==> src/rtl/rsa_modexp.sv <==
// Bit-serial RSA modular exponentiation: right-to-left square-and-multiply over shift-add MODMUL.
// Define RSA_CONST_TIME_EN for key-independent latency (always W iterations, MUL_R always runs).
module rsa_modexp #(
    parameter int DATA_WIDTH = 32
) (
    input  logic                  clock,
    input  logic                  reset,
    input  logic                  en,
    input  logic [DATA_WIDTH-1:0] datain,
    input  logic [DATA_WIDTH-1:0] modulusin,
    input  logic [DATA_WIDTH-1:0] keyin,
    output logic [DATA_WIDTH-1:0] dataout,
    output logic                  ready,
    output logic                  busy
);

    localparam int W  = DATA_WIDTH;
    localparam int CW = $clog2(W + 1);
    localparam logic [CW-1:0] LAST = CW'(W - 1);

    typedef enum logic [2:0] {
        S_IDLE,
        S_REDUCE,
        S_CHECK,
        S_MUL_R,
        S_MUL_B,
        S_DONE
    } state_t;

    state_t state_q, state_d;

    logic [W-1:0]  n_q, n_d;
    logic [W-1:0]  e_q, e_d;
    logic [W-1:0]  base_q, base_d;
    logic [W-1:0]  res_q, res_d;
    logic [W-1:0]  a_q, a_d;
    logic [W-1:0]  b_q, b_d;
    logic [W+1:0]  p_q, p_d;
    logic [CW-1:0] cnt_q, cnt_d;
    logic [W-1:0]  out_q, out_d;
    logic          ready_q, ready_d;
    logic          busy_q, busy_d;
`ifdef RSA_CONST_TIME_EN
    logic [CW-1:0] it_q, it_d;
`endif

    logic [W+1:0] n_ext, p_sh, p_s1, p_nx;
    logic [W-1:0] product;
    logic         mm_last;
    logic         exp_done;

    // One MODMUL step: P <- 2P + (a_msb ? b : 0), then up to two conditional subtracts.
    always_comb begin
        n_ext   = {2'b00, n_q};
        p_sh    = (p_q << 1) + {2'b00, (a_q[W-1] ? b_q : '0)};
        p_s1    = (p_sh >= n_ext) ? p_sh - n_ext : p_sh;
        p_nx    = (p_s1 >= n_ext) ? p_s1 - n_ext : p_s1;
        product = p_nx[W-1:0];
        mm_last = (cnt_q == LAST);
`ifdef RSA_CONST_TIME_EN
        exp_done = (it_q == CW'(W));
`else
        exp_done = (e_q == '0);
`endif
    end

    always_comb begin
        state_d = state_q;
        n_d     = n_q;
        e_d     = e_q;
        base_d  = base_q;
        res_d   = res_q;
        a_d     = a_q;
        b_d     = b_q;
        p_d     = p_q;
        cnt_d   = cnt_q;
        out_d   = out_q;
        ready_d = ready_q;
        busy_d  = busy_q;
`ifdef RSA_CONST_TIME_EN
        it_d    = it_q;
`endif
        if (state_q == S_REDUCE || state_q == S_MUL_R || state_q == S_MUL_B) begin
            p_d   = p_nx;
            a_d   = a_q << 1;
            cnt_d = cnt_q + CW'(1);
        end
        unique case (state_q)
            S_IDLE: begin
                if (en) begin
                    n_d   = modulusin;
                    e_d   = keyin;
                    a_d   = datain;
                    b_d   = W'(1);
                    p_d   = '0;
                    cnt_d = '0;
                    // N < 2 detours through CHECK, which finishes with result = 0.
                    if (modulusin < W'(2)) begin
                        state_d = S_CHECK;
                    end else begin
                        state_d = S_REDUCE;
                        busy_d  = 1'b1;
                    end
                end
            end
            S_REDUCE: begin
                if (mm_last) begin
                    base_d  = product;
                    res_d   = W'(1);
                    state_d = S_CHECK;
                end
            end
            S_CHECK: begin
                p_d   = '0;
                cnt_d = '0;
                if (n_q < W'(2) || exp_done) begin
                    out_d   = res_q;
                    ready_d = 1'b1;
                    busy_d  = 1'b0;
                    state_d = S_DONE;
`ifdef RSA_CONST_TIME_EN
                end else begin
`else
                end else if (e_q[0]) begin
`endif
                    a_d     = res_q;
                    b_d     = base_q;
                    state_d = S_MUL_R;
`ifndef RSA_CONST_TIME_EN
                end else begin
                    a_d     = base_q;
                    b_d     = base_q;
                    state_d = S_MUL_B;
`endif
                end
            end
            S_MUL_R: begin
                if (mm_last) begin
`ifdef RSA_CONST_TIME_EN
                    if (e_q[0]) begin
                        res_d = product;
                    end
`else
                    res_d = product;
`endif
                    a_d     = base_q;
                    b_d     = base_q;
                    p_d     = '0;
                    cnt_d   = '0;
                    state_d = S_MUL_B;
                end
            end
            S_MUL_B: begin
                if (mm_last) begin
                    base_d  = product;
                    e_d     = e_q >> 1;
`ifdef RSA_CONST_TIME_EN
                    it_d    = it_q + CW'(1);
`endif
                    state_d = S_CHECK;
                end
            end
            S_DONE: begin
                state_d = S_DONE;
            end
            default: begin
                state_d = S_IDLE;
            end
        endcase
    end

    always_ff @(posedge clock or posedge reset) begin
        if (reset) begin
            state_q <= S_IDLE;
            n_q     <= '0;
            e_q     <= '0;
            base_q  <= '0;
            res_q   <= '0;
            a_q     <= '0;
            b_q     <= '0;
            p_q     <= '0;
            cnt_q   <= '0;
            out_q   <= '0;
            ready_q <= 1'b0;
            busy_q  <= 1'b0;
`ifdef RSA_CONST_TIME_EN
            it_q    <= '0;
`endif
        end else begin
            state_q <= state_d;
            n_q     <= n_d;
            e_q     <= e_d;
            base_q  <= base_d;
            res_q   <= res_d;
            a_q     <= a_d;
            b_q     <= b_d;
            p_q     <= p_d;
            cnt_q   <= cnt_d;
            out_q   <= out_d;
            ready_q <= ready_d;
            busy_q  <= busy_d;
`ifdef RSA_CONST_TIME_EN
            it_q    <= it_d;
`endif
        end
    end

    assign dataout = out_q;
    assign ready   = ready_q;
    assign busy    = busy_q;

endmodule

==> config.mk <==
export PLATFORM = sky130hd
export DESIGN_NAME = rsa_modexp
export DESIGN_NICKNAME = d
export VERILOG_FILES = /design/src/rtl/rsa_modexp.sv
export SDC_FILE = /design/constraint.sdc
export NUM_CORES = 1
export LEC_CHECK = 0
export BUFFER_PORTS_ARGS = -buffer_cell sky130_fd_sc_hd__buf_2
export CORE_ASPECT_RATIO = 1.5
export CORE_UTILIZATION = 30
export DETAILED_ROUTE_END_ITERATION = 7
export GPL_TIMING_DRIVEN = 1
export SYNTH_ARGS = -nofsm -noshare
export SYNTH_HDL_FRONTEND = slang
export SYNTH_SLANG_ARGS = --single-unit
==> constraint.sdc <==
create_clock -name clock -period 20.3 [get_ports clock]
set_input_delay 0 -clock clock [delete_from_list [all_inputs] [get_ports clock]]
set_output_delay 0 -clock clock [all_outputs]
set_load 0.02 [all_outputs]
Word level (Yosys, flattened, before mapping)
Index checks and enable logic that the tools add are counted.
- add/subtract/negate cells: 4
- $lt $le $gt $ge: 4
- eq/ne operators: 14
- muxes and demuxes: 38
- reduce and logical (&&, ||, !) cells: 18
- operator list (cell ; number):
    $mux W32 ; 13
    $pmux W32 S3 ; 2
    $mux W34 ; 5
    $pmux W32 S2 ; 2
    $pmux W34 S3 ; 1
    $ge A34 B32 Y1 ; 2
    $sub A34 B32 Y34 ; 2
    $lt A32 B2 Y1 const B ; 2
    $add A34 B32 Y34 ; 1
    $logic_not A32 Y1 ; 1
    $mux W6 ; 3
    $pmux W6 S3 ; 1
    $mux W3 ; 5
    $pmux W3 S5 ; 1
    $ne A2 B2 Y1 const B ; 7
    $reduce_and A3 Y1 ; 3
    $reduce_and A4 Y1 ; 2
    $add A6 B1 Y6 const B ; 1
    $eq A3 B2 Y1 const B ; 2
    $eq A3 B3 Y1 const B ; 2
    $eq A6 B5 Y1 const B ; 1
    $reduce_and A2 Y1 ; 3
    $reduce_bool A2 Y1 ; 3
    $eq A3 B1 Y1 const B ; 1
    other kinds (8) ; 12
- register bits: 269
- input bits: 99
- output and inout port bits: 34
- logic and storage cells: 90

Longest topological paths before layout
Gate-level depths: netlist (run 1).
- depth after elaboration: 9
- mapped depth: 40

Least setup slack after synthesis (run 1)
Ideal clock, no wire load.
- kind: register -> register
- start point: register a_q[31]
- end point: register base_q[10]
- setup time: 132 ps
- data arrival time: 7599 ps
- required time: 20168 ps
- path slack: 12569 ps
- cell stages (with the launch flop): 35
- period minus slack after synthesis: 7731 ps
- path through: dfrtp_1 > clkbuf_1 > and2_1 > ha_1 > a21oi_2 > nand2_1 > or4_1 > or3_1 > nand2_1 > o21ai_0 > xor2_1 > ha_1 > nand2_1 > o21ai_0 > a211oi_1 > o221ai_1 > a31oi_1 > o31ai_1 > nor3_2 > clkbuf_1 > mux2i_1 > inv_1 > ha_1 > or3_1 > nor3_1 > o31ai_1 > a31o_2 > a221o_1 > a21o_1 > a21oi_1 > and3_1 > buf_6 > buf_4 > mux2i_1 > o21ai_0
- word-level cells in the longest chain between the ends: 6
- ends and longest elaborated chain (what ; RTL line ; text):
    start, declared ; 36 ; logic [W-1:0] a_q, a_d;
    start signal, assigned ; 179 ; a_q <= '0;
    start signal, assigned ; 195 ; a_q <= a_d;
    $mux W32 (*) ; 55 ; p_sh = (p_q << 1) + {2'b00, (a_q[W-1] ? b_q : '0)};
    $add A34 B32 Y34 (*) ; 55 ;
    $sub A34 B32 Y34 or $ge A34 B32 Y1 (tied branches) ; 56 ; p_s1 = (p_sh >= n_ext) ? p_sh - n_ext : p_sh;
    $mux W34 (*) ; 56 ;
    $sub A34 B32 Y34 or $ge A34 B32 Y1 (tied branches) ; 57 ; p_nx = (p_s1 >= n_ext) ? p_s1 - n_ext : p_s1;
    $mux W34 (*) ; 57 ;
    end signal, assigned ; 193 ; base_q <= base_d;
    end, declared ; 34 ; logic [W-1:0] base_q, base_d;
Every way passes the cells marked *; elsewhere a longest branch is shown, timed or not.
A chain may end at the register's enable or synchronous reset.

Worst setup path after layout (run 1)
- start point: register a_q[31]
- end point: register base_q[5]
The elaborated chain is that of the path after synthesis.

==> results of run 1 <==
layer usage:
layer / global-route usage [%] / vias up
met5: 0 / -
met4: 7.11 / 0
met3: 1.28 / 88
met2: 32.0 / 424
met1: 23.6 / 7505
li1: - / 7617
worst reg2reg max path, delay by kind of cell, from the launching register on:
kind / cells / cell delay [ps]
AOI/OAI and AO/OA: 17 / 3920
and+or+nand+nor: 9 / 1730
buffers and inverters: 5 / 1490
adders and majority gates: 5 / 1380
DFF: 1 / 520
muxes: 1 / 520
xor gates and xnor gates: 1 / 270
metrics by stage:
step / hold slack [ps] / std cells
6_report: 146 / 2993
5_1_grt: 209 / 2993
4_1_cts: 192 / 2993
3_5_place_dp: 242 / 2847
3_3_place_gp: 239 / 2847
2_1_floorplan: 117 / 2039
layout make-up:
| class | instances | share of cell area, % |
|---|---|---|
| inverter | 71 | 1.33 |
| multi-input combinational | 1595 | 48.8 |
| timing repair buffer | 248 | 8.62 |
| clock inverter | 10 | 0.322 |
| clock buffer | 38 | 3.72 |
| tap | 763 | 4.63 |
| sequential | 268 | 32.5 |
registers in the layout, summed over array words and instances (netlist names), 3 cells and up:
register and cells:
base_q 32, p_q 33, cnt_q 6, n_q 32, a_q 32, res_q 32
e_q 32, b_q 32, state_q 3, dataout 32
kinds of logic after synthesis:
family | synth area share (%)
xor gates and xnor gates | 4.38
buffers and inverters | 3.98
DFF | 38.5
and+or+nand+nor | 18.6
adders and majority gates | 7.25
AOI/OAI and AO/OA | 20.4
muxes | 6.82
worst paths after layout:
kind / end / startpoint / slack, ps / cells after the start
worst max-delay path: base_q[5] / a_q[31] / 10330 / 38
worst min-delay path: state_q[2] / reset / 150 / 3
worst max register to register: base_q[5] / a_q[31] / 10330 / 38
worst min register to register: ready / ready / 460 / 1
max in group asynchronous: b_q[25] / reset / 18460 / 4
min in group clock: n_q[20] / modulusin[20] / 210 / 4
cells in the final DEF, fill, tap and decap left out, drive strengths merged, types with 14 or more instances in the layout:
cell type / instances
nand3: 31
a211oi: 35
buf: 150
a222oi: 30
nor3: 22
dfrtp: 268
nand4: 29
inv: 74
nand2: 404
a21oi: 139
dlygate4sd3: 98
and2: 37
o21bai: 14
a21o: 33
xnor2: 60
o31ai: 32
mux2i: 65
xor2: 27
nor2: 129
nand2b: 16
ha: 96
clkbuf: 38
o21ai: 192
mux2: 47
nor4: 26
power by group:
group,leakage (nW),internal [mW],switching (mW)
clock,0.409,0.264,0.222
sequential,3.52,0.611,0.0584
combinational,5.62,0.707,1.16
==> results by stage, run 1 <==
Clock network:
- The sink count of the clock tree is 268.
- The cell at the root of the clock tree is sky130_fd_sc_hd__clkbuf_16.
- The clock latency at the later pin of the worst-skew pair is 570 ps.
- CTS built an H-tree with a depth of 1.
- The clock-pin slew of the registers on the worst-case setup and hold paths is 80 ps.
- The TritonCTS clock tree is done.
- After clock tree synthesis, the setup repair step added 0 buffers.
- Hold repair after CTS inserted 98 buffers.
- The maximum buffer depth of the clock tree is 3.
- The TritonCTS buffer count is 27.
- The number of gates given a new drive strength after cts is 0.

Yosys:
- The number of synthesized flops with an enable pin is 0.
- The number of library cell types mapped by synthesis is 75.
- The post-synthesis sequential element count is 268.
- By area the synthesized netlist is led by sky130_fd_sc_hd__dfrtp_1, sky130_fd_sc_hd__nand2_1, sky130_fd_sc_hd__ha_1, sky130_fd_sc_hd__o21ai_0, sky130_fd_sc_hd__a21oi_1.
- In the synthesized netlist the dominant register cell turns out to be sky130_fd_sc_hd__dfrtp_1.
- The largest area contributor in the netlist is sky130_fd_sc_hd__dfrtp_1.
- Sequential cells were found to cover 38.5% of the synthesized design area.
- The Yosys step of the flow raised 0 warnings.
- By count the netlist is led by sky130_fd_sc_hd__nand2_1, sky130_fd_sc_hd__dfrtp_1, sky130_fd_sc_hd__o21ai_0.
- The share of the synthesized area in the top cell type is 38.5%.
- The fraction of registers with async set or reset after synthesis is 100%.
- Synthesis produced 2039 cells.
- The mean cell area of the mapped netlist is 8.53 um2.
- The number of nets in the synthesized netlist is 2237.
- The area of the mapped netlist is 17400 um2.
- The most common cell in the synthesized netlist is sky130_fd_sc_hd__nand2_1.

STA:
- For the finished layout, the period the worst path requires is 9970 ps.
- The slew of the pin with the lowest slew margin is 1160 ps.
- The final setup violation count is 0.
- The final-report hold violation count is 0.
- Setup repair after global routing left no endpoint under its margin.
- The least setup slack across all paths after layout is 10330 ps.
- The final critical-path share of the clock period is 49.1%.
- The count of pins over their slew limit is 0.
- For this run, the top clock speed supported by timing is 100 MHz.
- The setup total negative slack is 0 ps.
- Measured against its own limit, the worst slew margin works out to 21.7%.
- Across the routed clock network, the largest skew measured is 20.7 ps.

Setup path:
- The most numerous cell type found on the critical path is sky130_fd_sc_hd__a21oi_1.
- The critical path endpoint category is a flip-flop.
- In this design, the stage delay of the slowest critical-path cell is 600 ps.
- In this design, the largest share of critical-path delay is due to compound AO/OA/AOI/OAI gates.
- STA classifies the critical path startpoint as a flip-flop.
- The worst path buffer plus inverter count is 5.
- The arrival time of the worst setup path is 10390 ps.
- The highest net fanout along the worst path is 52.
- The cell at the slowest stage of the critical path is sky130_fd_sc_hd__buf_4.
- STA puts the critical path data required time at 20720 ps.
- The worst setup path is of the reg -> reg kind.

Route:
- Dividing the detail-routed wire length by the instance count gives 18.3 um.
- The top metal layer carrying routed signals is met4.
- The detailed router put a total of 24.0 mm of wire on met1.
- The DRC violation count after routing is 0.
- The detailed-route vias per instance is 5.22.
- The number of detailed-routing iterations run before antenna repair is 6.
- The total via count after detailed routing is 15600.
- The count of nets left with antenna violations after detail routing is 0.
- After detailed routing, the met2 layer carries 26.8 mm of wire.
- The violation count after the first detailed-routing iteration is 1091.
- Wires add up to 54.8 mm.
- The wire length on met3 is 2.02 mm.

Die:
- The die area is 59000 um2.
- The core outline area is 57000 um2.
- The starting density of the core is 30.5%.
- The number of rows created at floorplan is 107.
- The height of the die is 297 um.
- 133 I/O pins were placed.
- The overall die width is 199 um.

Run status:
- The run finished with clean final reports.

Placement:
- Port buffering added 132 buffers.
- The final weighted congestion in routability-driven placement is 0.961.
- After detailed placement, the total cell area comes to 18800 um2.
- Detailed placement ended at an HPWL of 41.6 mm.
- At the placement stage, the worst setup path has a slack of 10420 ps.

Finish:
- Registers take 6710 um2.
- The utilization after layout is 36.1%.
- The filler cell count in the final layout is 5908.
- The final design instance area without fill is 20600 um2.
- Cells with a size suffix above 1 make up 11.9% of the layout.
- In the final layout, the multi-input gates occupy 10100 um2.
- The layout-stage area growth over the synthesis result is 18.5%.
- The total inserted antenna cells is 0.
- The net count of the finished layout is 2409.

GRT:
- The via count of the first global-routing pass came to 15600.
- Global routing finished with a remaining overflow of 0.
- The number of antenna violations at the first check in global routing is 0.
- The wire length of the first global-routing pass is 86.3 mm.
- In the global route stage, overall resource usage came out at 18.5%.
- The maximum number of pins on one net before global-route repair is 131.

Power:
- The highest ir drop seen on vdd is 0.000110 V.
- Overall power consumption after layout is estimated at 3.03 mW.
- For this design the static power due to leakage is 9.56 nW.
- The power per cell area is 147 nW/um2.

Hold path:
- The tightest min-delay check is of the in -> async type.

Job:
- The number of max-capacitance violations reported is 0.
No activity file was read; power rests on OpenSTA's default activity.
==> run 2: changes to the inputs <==
- clock period: 20.3 -> 8.2 ns (I/O delays scaled with it)
==> results by stage, run 2 (synthesis gave the netlist of run 1 again) <==
Finish:
- The total inserted antenna cells is 0 (unchanged).
- Most frequent cells in the layout: sky130_fd_sc_hd__nand2_1, sky130_fd_sc_hd__buf_4, sky130_fd_sc_hd__dfrtp_1, sky130_fd_sc_hd__o21ai_0, sky130_fd_sc_hd__buf_2 (was sky130_fd_sc_hd__nand2_1, sky130_fd_sc_hd__dfrtp_1, sky130_fd_sc_hd__o21ai_0, sky130_fd_sc_hd__a21oi_1, sky130_fd_sc_hd__buf_2).
- The most frequent standard cell in the layout excluding fill and tap cells is sky130_fd_sc_hd__nand2_1 (unchanged).
- The flip-flop count of the largest register, all copies and words added is 33 (unchanged).
- The filler cell count in the final layout came to 5800 (was 5908).
- The layout-stage area growth over the synthesis result is 33.5% (was 18.5%).
- The register bank with the most flops is p_q (unchanged).
- The sequential cell area came to 6710 um2 (about the same).
- The area taken by multi-input logic gates is 10500 um2 (was 10100 um2).
- The fraction of final layout cells sized beyond drive strength 1 is 24.4% (was 11.9%).
- The final design instance area without fill came to 23200 um2 (was 20600 um2).
- The utilization after layout is 40.7% (was 36.1%).
- The final layout net count is 2674 (was 2409).

Setup path:
- The required time of the critical path is 8590 ps (was 20720 ps).
- The startpoint of the worst-slack reg-to-reg timing path is a_q[31] (unchanged).
- The startpoint of the most critical setup path was a_q[31] (unchanged).
- The cell depth of the worst flop-to-flop path is 40 (was 38).
- The total stage count of the critical path came to 40 (was 38).
- The end point of the critical path is res_q[9] (was base_q[5]).
- The register-to-register setup slack is 250 ps (was 10330 ps).
- The critical path endpoint category was a flip-flop (unchanged).
- The cell at the slowest stage of the critical path is sky130_fd_sc_hd__or4_4 (was sky130_fd_sc_hd__buf_4).
- The most repeated library cell on the critical path is sky130_fd_sc_hd__buf_4 (was sky130_fd_sc_hd__a21oi_1).
- The worst flop-to-flop path endpoint is res_q[9] (was base_q[5]).
- The critical path launch point type is a flip-flop (unchanged).
- The arrival time of the worst setup path is 8340 ps (was 10390 ps).
- The critical path start-end classification was reg -> reg (unchanged).
- The family with the most delay on the worst path is compound AO/OA/AOI/OAI gates (unchanged).
- The worst path buffer plus inverter count is 10 (was 5).
- The highest net fanout along the worst path is 14 (was 52).
- The largest incremental delay on the critical path was 550 ps (was 600 ps).

Clock network:
- The clock-pin slew of the registers on the worst-case setup and hold paths is 70 ps (was 80 ps).
- The maximum buffer depth of the clock tree is 3 (unchanged).
- The TritonCTS buffer count is 27 (unchanged).
- The deepest level of the CTS H-tree is 1 (unchanged).
- The cell at the root of the clock tree is sky130_fd_sc_hd__clkbuf_16 (unchanged).
- The TritonCTS clock tree is done (unchanged).
- The clock latency at the later pin of the worst-skew pair was 560 ps (was 570 ps).
- The sink count of the clock tree is 268 (unchanged).

Power:
- The power per cell area is 416 nW/um2 (was 147 nW/um2).
- The highest ir drop seen on vdd came to 0.000200 V (was 0.000110 V).
- The relative contribution of combinational cells to total power came to 69.9% (was 61.8%).
- The switching share of total power is 42.1% (was 47.7%).
- The clock group share of total power is 12.9% (was 16.1%).
- The net switching power came to 4.06 mW (was 1.45 mW).
- The fraction of power consumed by sequential logic came to 17.1% (was 22.1%).
- The cell-internal power is 5.60 mW (was 1.58 mW).
- The reported leakage power is 11.0 nW (was 9.56 nW).

STA:
- The final critical-path share of the clock period came to 96.9% (was 49.1%).
- The count of pins over their slew limit came to 0 (unchanged).
- The smallest hold slack is 79.3 ps (was 146 ps).
- The shortest period the worst path allows is 7950 ps (was 9970 ps).
- The top achievable clock speed was 126 MHz (was 100 MHz).
- The slew of the pin with the lowest slew margin is 1100 ps (was 1160 ps).
- The final-report hold violation count was 0 (unchanged).
- The relative slew slack is 26.5% (was 21.7%).
- The final setup violation count came to 0 (unchanged).
- The worst clock skew is 25.2 ps (was 20.7 ps).
- The setup total negative slack is 0 ps (unchanged).

Die:
- The core outline area came to 57000 um2 (unchanged).
- The height of the die is 297 um (unchanged).
- The starting density of the core is 30.5% (unchanged).
- The I/O pin count is 133 (unchanged).
- The overall die width is 199 um (unchanged).
- The die area came to 59000 um2 (unchanged).
- The number of rows created at floorplan was 107 (unchanged).

Route:
- The DRC violation count after routing was 0 (unchanged).
- The number of detailed-routing iterations run before antenna repair is 8 (was 6).
- The total via count after detailed routing came to 16400 (was 15600).
- The violation count after the first detailed-routing iteration is 1047 (was 1091).
- The detailed-route vias per instance is 5.03 (was 5.22).
- The routed length per instance is 17.4 um (was 18.3 um).
- The count of nets left with antenna violations after detail routing came to 0 (unchanged).
- The sum of routed wire length over all layers is 56.7 mm (was 54.8 mm).

GRT:
- The wire length of the first global-routing pass is 89.5 mm (was 86.3 mm).
- The fraction of met2 tracks used by global routing is 33.7% (was 32.0%).
- The number of antenna violations at the first check in global routing came to 0 (unchanged).
- The global-route track usage on met1 is 23.9% (was 23.6%).
- The overall fraction of global-route tracks in use came to 19.1% (was 18.5%).
- The global-route layer with the greatest usage is met2 (unchanged).
- The maximum number of pins on one net before global-route repair came to 87 (was 131).
- The total congestion overflow after global routing is 0 (unchanged).
- The via count of the first global-routing pass is 16600 (was 15600).
- The global routing met3 resource utilization came to 1.41% (was 1.28%).

Job:
- The number of max-capacitance violations reported is 0 (unchanged).

Placement:
- The final weighted congestion in routability-driven placement is 0.929 (was 0.961).
- The total cell area at the placement stage is 20700 um2 (was 18800 um2).
- The HPWL after detailed placement is 43.7 mm (was 41.6 mm).
- The port buffer count is 132 (unchanged).

Run status:
- Result of the run: finished clean (unchanged).

Hold path:
- The type of the tightest min-delay check is in -> async (unchanged).
==> run 2: power groups by stage <==
stage / logic (mW) / registers, mW / clock network, mW
2_1_floorplan: 3.42 / 1.63 / 0
5_1_grt: 7.36 / 1.68 / 1.33
3_3_place_gp: 6.14 / 1.66 / 0
6_report: 6.76 / 1.66 / 1.25
4_1_cts: 6.40 / 1.65 / 1.29
3_5_place_dp: 6.19 / 1.67 / 0
==> run 2: worst min path at each step <==
stage | startpoint | end | cells after the start
floorplan | keyin[31] | e_q[31] | 2
global route | reset | e_q[1] | 3
CTS | reset | e_q[6] | 3
detailed placement | reset | e_q[6] | 2
finish | reset | e_q[1] | 3
global placement | reset | e_q[0] | 2
==> run 2: per-stage QoR <==
| stage | instances | worst slack, ps | total power [mW] |
|---|---|---|---|
| 2_1_floorplan | 2039 | 469 | 5.04 |
| 3_3_place_gp | 3094 | -175 | 7.80 |
| 3_5_place_dp | 3094 | -338 | 7.86 |
| 4_1_cts | 3244 | 21.4 | 9.34 |
| 5_1_grt | 3256 | -56.2 | 10.4 |
| 6_report | 3256 | 252 | 9.66 |
==> run 2: timing repair <==
item	4_1_cts	5_1_grt
pin swaps	8	28
endpoints found under the hold margin	183	0
resized for setup	34	82
hold buffers	98	0
cloned	2	1
endpoints found under the setup margin	96	96
setup buffers	4	11
==> run 2: final cells by class <==
type | instances | area share (%)
clock buffer | 35 | 3.25
multi-input combinational | 1595 | 45.3
tap | 763 | 4.11
timing repair buffer | 513 | 16.8
inverter | 71 | 1.18
sequential | 268 | 28.9
clock inverter | 11 | 0.496
==> run 2: worst register-to-register path: cells and delay by family (launching register included) <==
kind | cells | cell delay, ps
fa+ha+maj | 3 | 700
compound gates | 18 | 3460
simple gates | 6 | 1260
mux | 2 | 430
buf+inv | 10 | 1340
xor+xnor | 1 | 120
flops | 1 | 450
==> run 2: per-layer routing <==
metal	wire, um	share of wire [%]
met1	24500	43
met2	28700	51
met3	1700	3.0
met4	1830	3.2
met5	0	0
==> run 3: changes to the inputs <==
- clock period: 8.2 -> 7.7 ns (I/O delays scaled with it)
==> results by stage, run 3 (synthesis gave the netlist of run 1 again) <==
Run status:
- Result of the run: complete, but fails checks (was finished clean).
- The final reports fail on negative setup slack.

STA:
- The setup total negative slack is -130 ps (was 0 ps).
- The worst clock skew is 17.5 ps (was 25.2 ps).
- The least setup slack across all paths after layout is -48.7 ps (was 252 ps).
- The shortest period the worst path allows is 7750 ps (was 7950 ps).
- The smallest hold slack is 76.7 ps (was 79.3 ps).
- The count of pins over their slew limit is 0 (unchanged).
- The slew of the pin with the lowest slew margin came to 1020 ps (was 1100 ps).
- The final setup violation count is 8 (was 0).
- The relative slew slack is 32.1% (was 26.5%).
- The top achievable clock speed was 129 MHz (was 126 MHz).
- Setup repair after global routing could not meet its margin everywhere.
- The final critical-path share of the clock period was 101% (was 96.9%).
- The final-report hold violation count came to 0 (unchanged).

Finish:
- The register bank with the most flops is p_q (unchanged).
- The final instance count without filler cells is 3393 (was 3256).
- The final layout net count is 2807 (was 2674).
- The most frequent standard cell in the layout excluding fill and tap cells is sky130_fd_sc_hd__nand2_1 (unchanged).
- The flip-flop count of the largest register, all copies and words added is 33 (unchanged).
- The area taken by multi-input logic gates is 11400 um2 (was 10500 um2).
- The fraction of final layout cells sized beyond drive strength 1 was 32.3% (was 24.4%).
- The layout-stage area growth over the synthesis result was 45.0% (was 33.5%).
- The sequential cell area is 6710 um2 (unchanged).
- Most frequent cells in the layout: sky130_fd_sc_hd__nand2_1, sky130_fd_sc_hd__buf_4, sky130_fd_sc_hd__dfrtp_1, sky130_fd_sc_hd__o21ai_0, sky130_fd_sc_hd__buf_2 (unchanged).
- The filler cell count in the final layout came to 5560 (was 5800).
- The utilization after layout came to 44.2% (was 40.7%).

Setup path:
- The critical path launch point type was a flip-flop (unchanged).
- The cell at the slowest stage of the critical path is sky130_fd_sc_hd__or4_4 (unchanged).
- The family with the most delay on the worst path is compound AO/OA/AOI/OAI gates (unchanged).
- The critical path start-end classification is reg -> reg (unchanged).
- The required time of the critical path came to 8160 ps (was 8590 ps).
- The critical path endpoint category is a flip-flop (unchanged).
- The worst path buffer plus inverter count is 6 (was 10).
- The highest net fanout along the worst path is 8 (was 14).
- The largest incremental delay on the critical path came to 550 ps (about the same).
- The arrival time of the worst setup path is 8200 ps (was 8340 ps).

Die:
- The number of rows created at floorplan is 107 (unchanged).
- The height of the die came to 297 um (unchanged).
- The core outline area is 57000 um2 (unchanged).
- The die area is 59000 um2 (unchanged).
- The I/O pin count was 133 (unchanged).
- The overall die width is 199 um (unchanged).
- The starting density of the core is 30.5% (unchanged).

Route:
- The count of nets left with antenna violations after detail routing was 0 (unchanged).
- The sum of routed wire length over all layers is 60.3 mm (was 56.7 mm).
- The routed length per instance was 17.8 um (was 17.4 um).
- The number of detailed-routing iterations run before antenna repair is 6 (was 8).
- The detailed-route vias per instance is 5.05 (was 5.03).
- The DRC violation count after routing was 0 (unchanged).
- The violation count after the first detailed-routing iteration is 1021 (was 1047).
- The total via count after detailed routing is 17100 (was 16400).

Power:
- The highest ir drop seen on vdd is 0.000224 V (was 0.000200 V).
- The reported leakage power is 11.8 nW (was 11.0 nW).
- The power per cell area came to 467 nW/um2 (was 416 nW/um2).

Clock network:
- The clock latency at the later pin of the worst-skew pair is 560 ps (about the same).
- The TritonCTS buffer count was 26 (was 27).
- The deepest level of the CTS H-tree is 1 (unchanged).
- The TritonCTS clock tree was done (unchanged).
- The cell at the root of the clock tree is sky130_fd_sc_hd__clkbuf_16 (unchanged).
- The maximum buffer depth of the clock tree is 3 (unchanged).
- The clock-pin slew of the registers on the worst-case setup and hold paths was 70 ps (about the same).
- The sink count of the clock tree is 268 (unchanged).

Placement:
- The port buffer count was 132 (unchanged).
- The number of placed cells counting well taps is 3180 (was 3094).
- The worst slack at placement was -1410 ps (was -338 ps).
- The final weighted congestion in routability-driven placement is 0.925 (was 0.929).
- The HPWL after detailed placement is 44.9 mm (was 43.7 mm).

GRT:
- The via count of the first global-routing pass is 17700 (was 16600).
- The maximum number of pins on one net before global-route repair is 171 (was 87).
- The overall fraction of global-route tracks in use is 20.2% (was 19.1%).
- The wire length of the first global-routing pass is 94.9 mm (was 89.5 mm).
- The number of antenna violations at the first check in global routing is 1 (was 0).
- The total congestion overflow after global routing was 0 (unchanged).

Job:
- The number of max-capacitance violations reported is 0 (unchanged).

Hold path:
- The type of the tightest min-delay check was in -> async (unchanged).
## run 3: power breakdown
group | switching, mW | internal, mW
Sequential | 0.165 | 1.61
Clock | 0.594 | 0.825
Combinational | 4.19 | 4.40
## run 3: worst paths after layout
kind,start,endpoint,slack [ps],cells past startpoint
min in group clock,modulusin[18],n_q[18],200,4
hold / removal,reset,dataout[2],80,3
setup reg to reg,a_q[31],res_q[1],-50,35
max in group asynchronous,reset,a_q[31],6170,4
setup / recovery,a_q[31],res_q[1],-50,35
hold reg to reg,ready,ready,460,1
## run 3: worst register-to-register path: cells and delay by family (launching register included)
kind | cells | cell delay (ps)
compound gates | 14 | 2730
simple gates | 9 | 2410
buf+inv | 6 | 830
mux | 2 | 570
fa+ha+maj | 3 | 520
flops | 1 | 460
xor+xnor | 1 | 120
## run 3: layout make-up
type                    count  area share [%]
multi-input cells        1595            45.0
flip-flops and latches    268            26.6
repair buffers            647            19.8
well taps                 763            3.78
clock buffers              33            2.97
inverters                  71            1.09
clock inverters            15           0.774
diodes                      1         0.00992
## run 3: timing repair
action	4_1_cts	5_1_grt
hold endpoints to repair	197	0
resized for setup	164	140
endpoints found under the setup margin	97	96
hold buffers	98	0
setup buffers	54	16
gates cloned	3	0
pin swaps	72	104
## run 3: per-layer routing
metal	GRT usage [%]	up-vias	routed length [um]
li1	-	8406	-
met1	25.4	8271	26000
met2	35.6	351	30000
met3	1.31	99	1840
met4	8.06	0	2430
met5	0	-	0
## run 3: through the flow
step	instance area, um2	power (mW)
detailed placement	21300	8.55
CTS	24500	11.0
global route	25200	12.6
global placement	21300	8.46
floorplan	17400	5.37
finish	25200	11.8
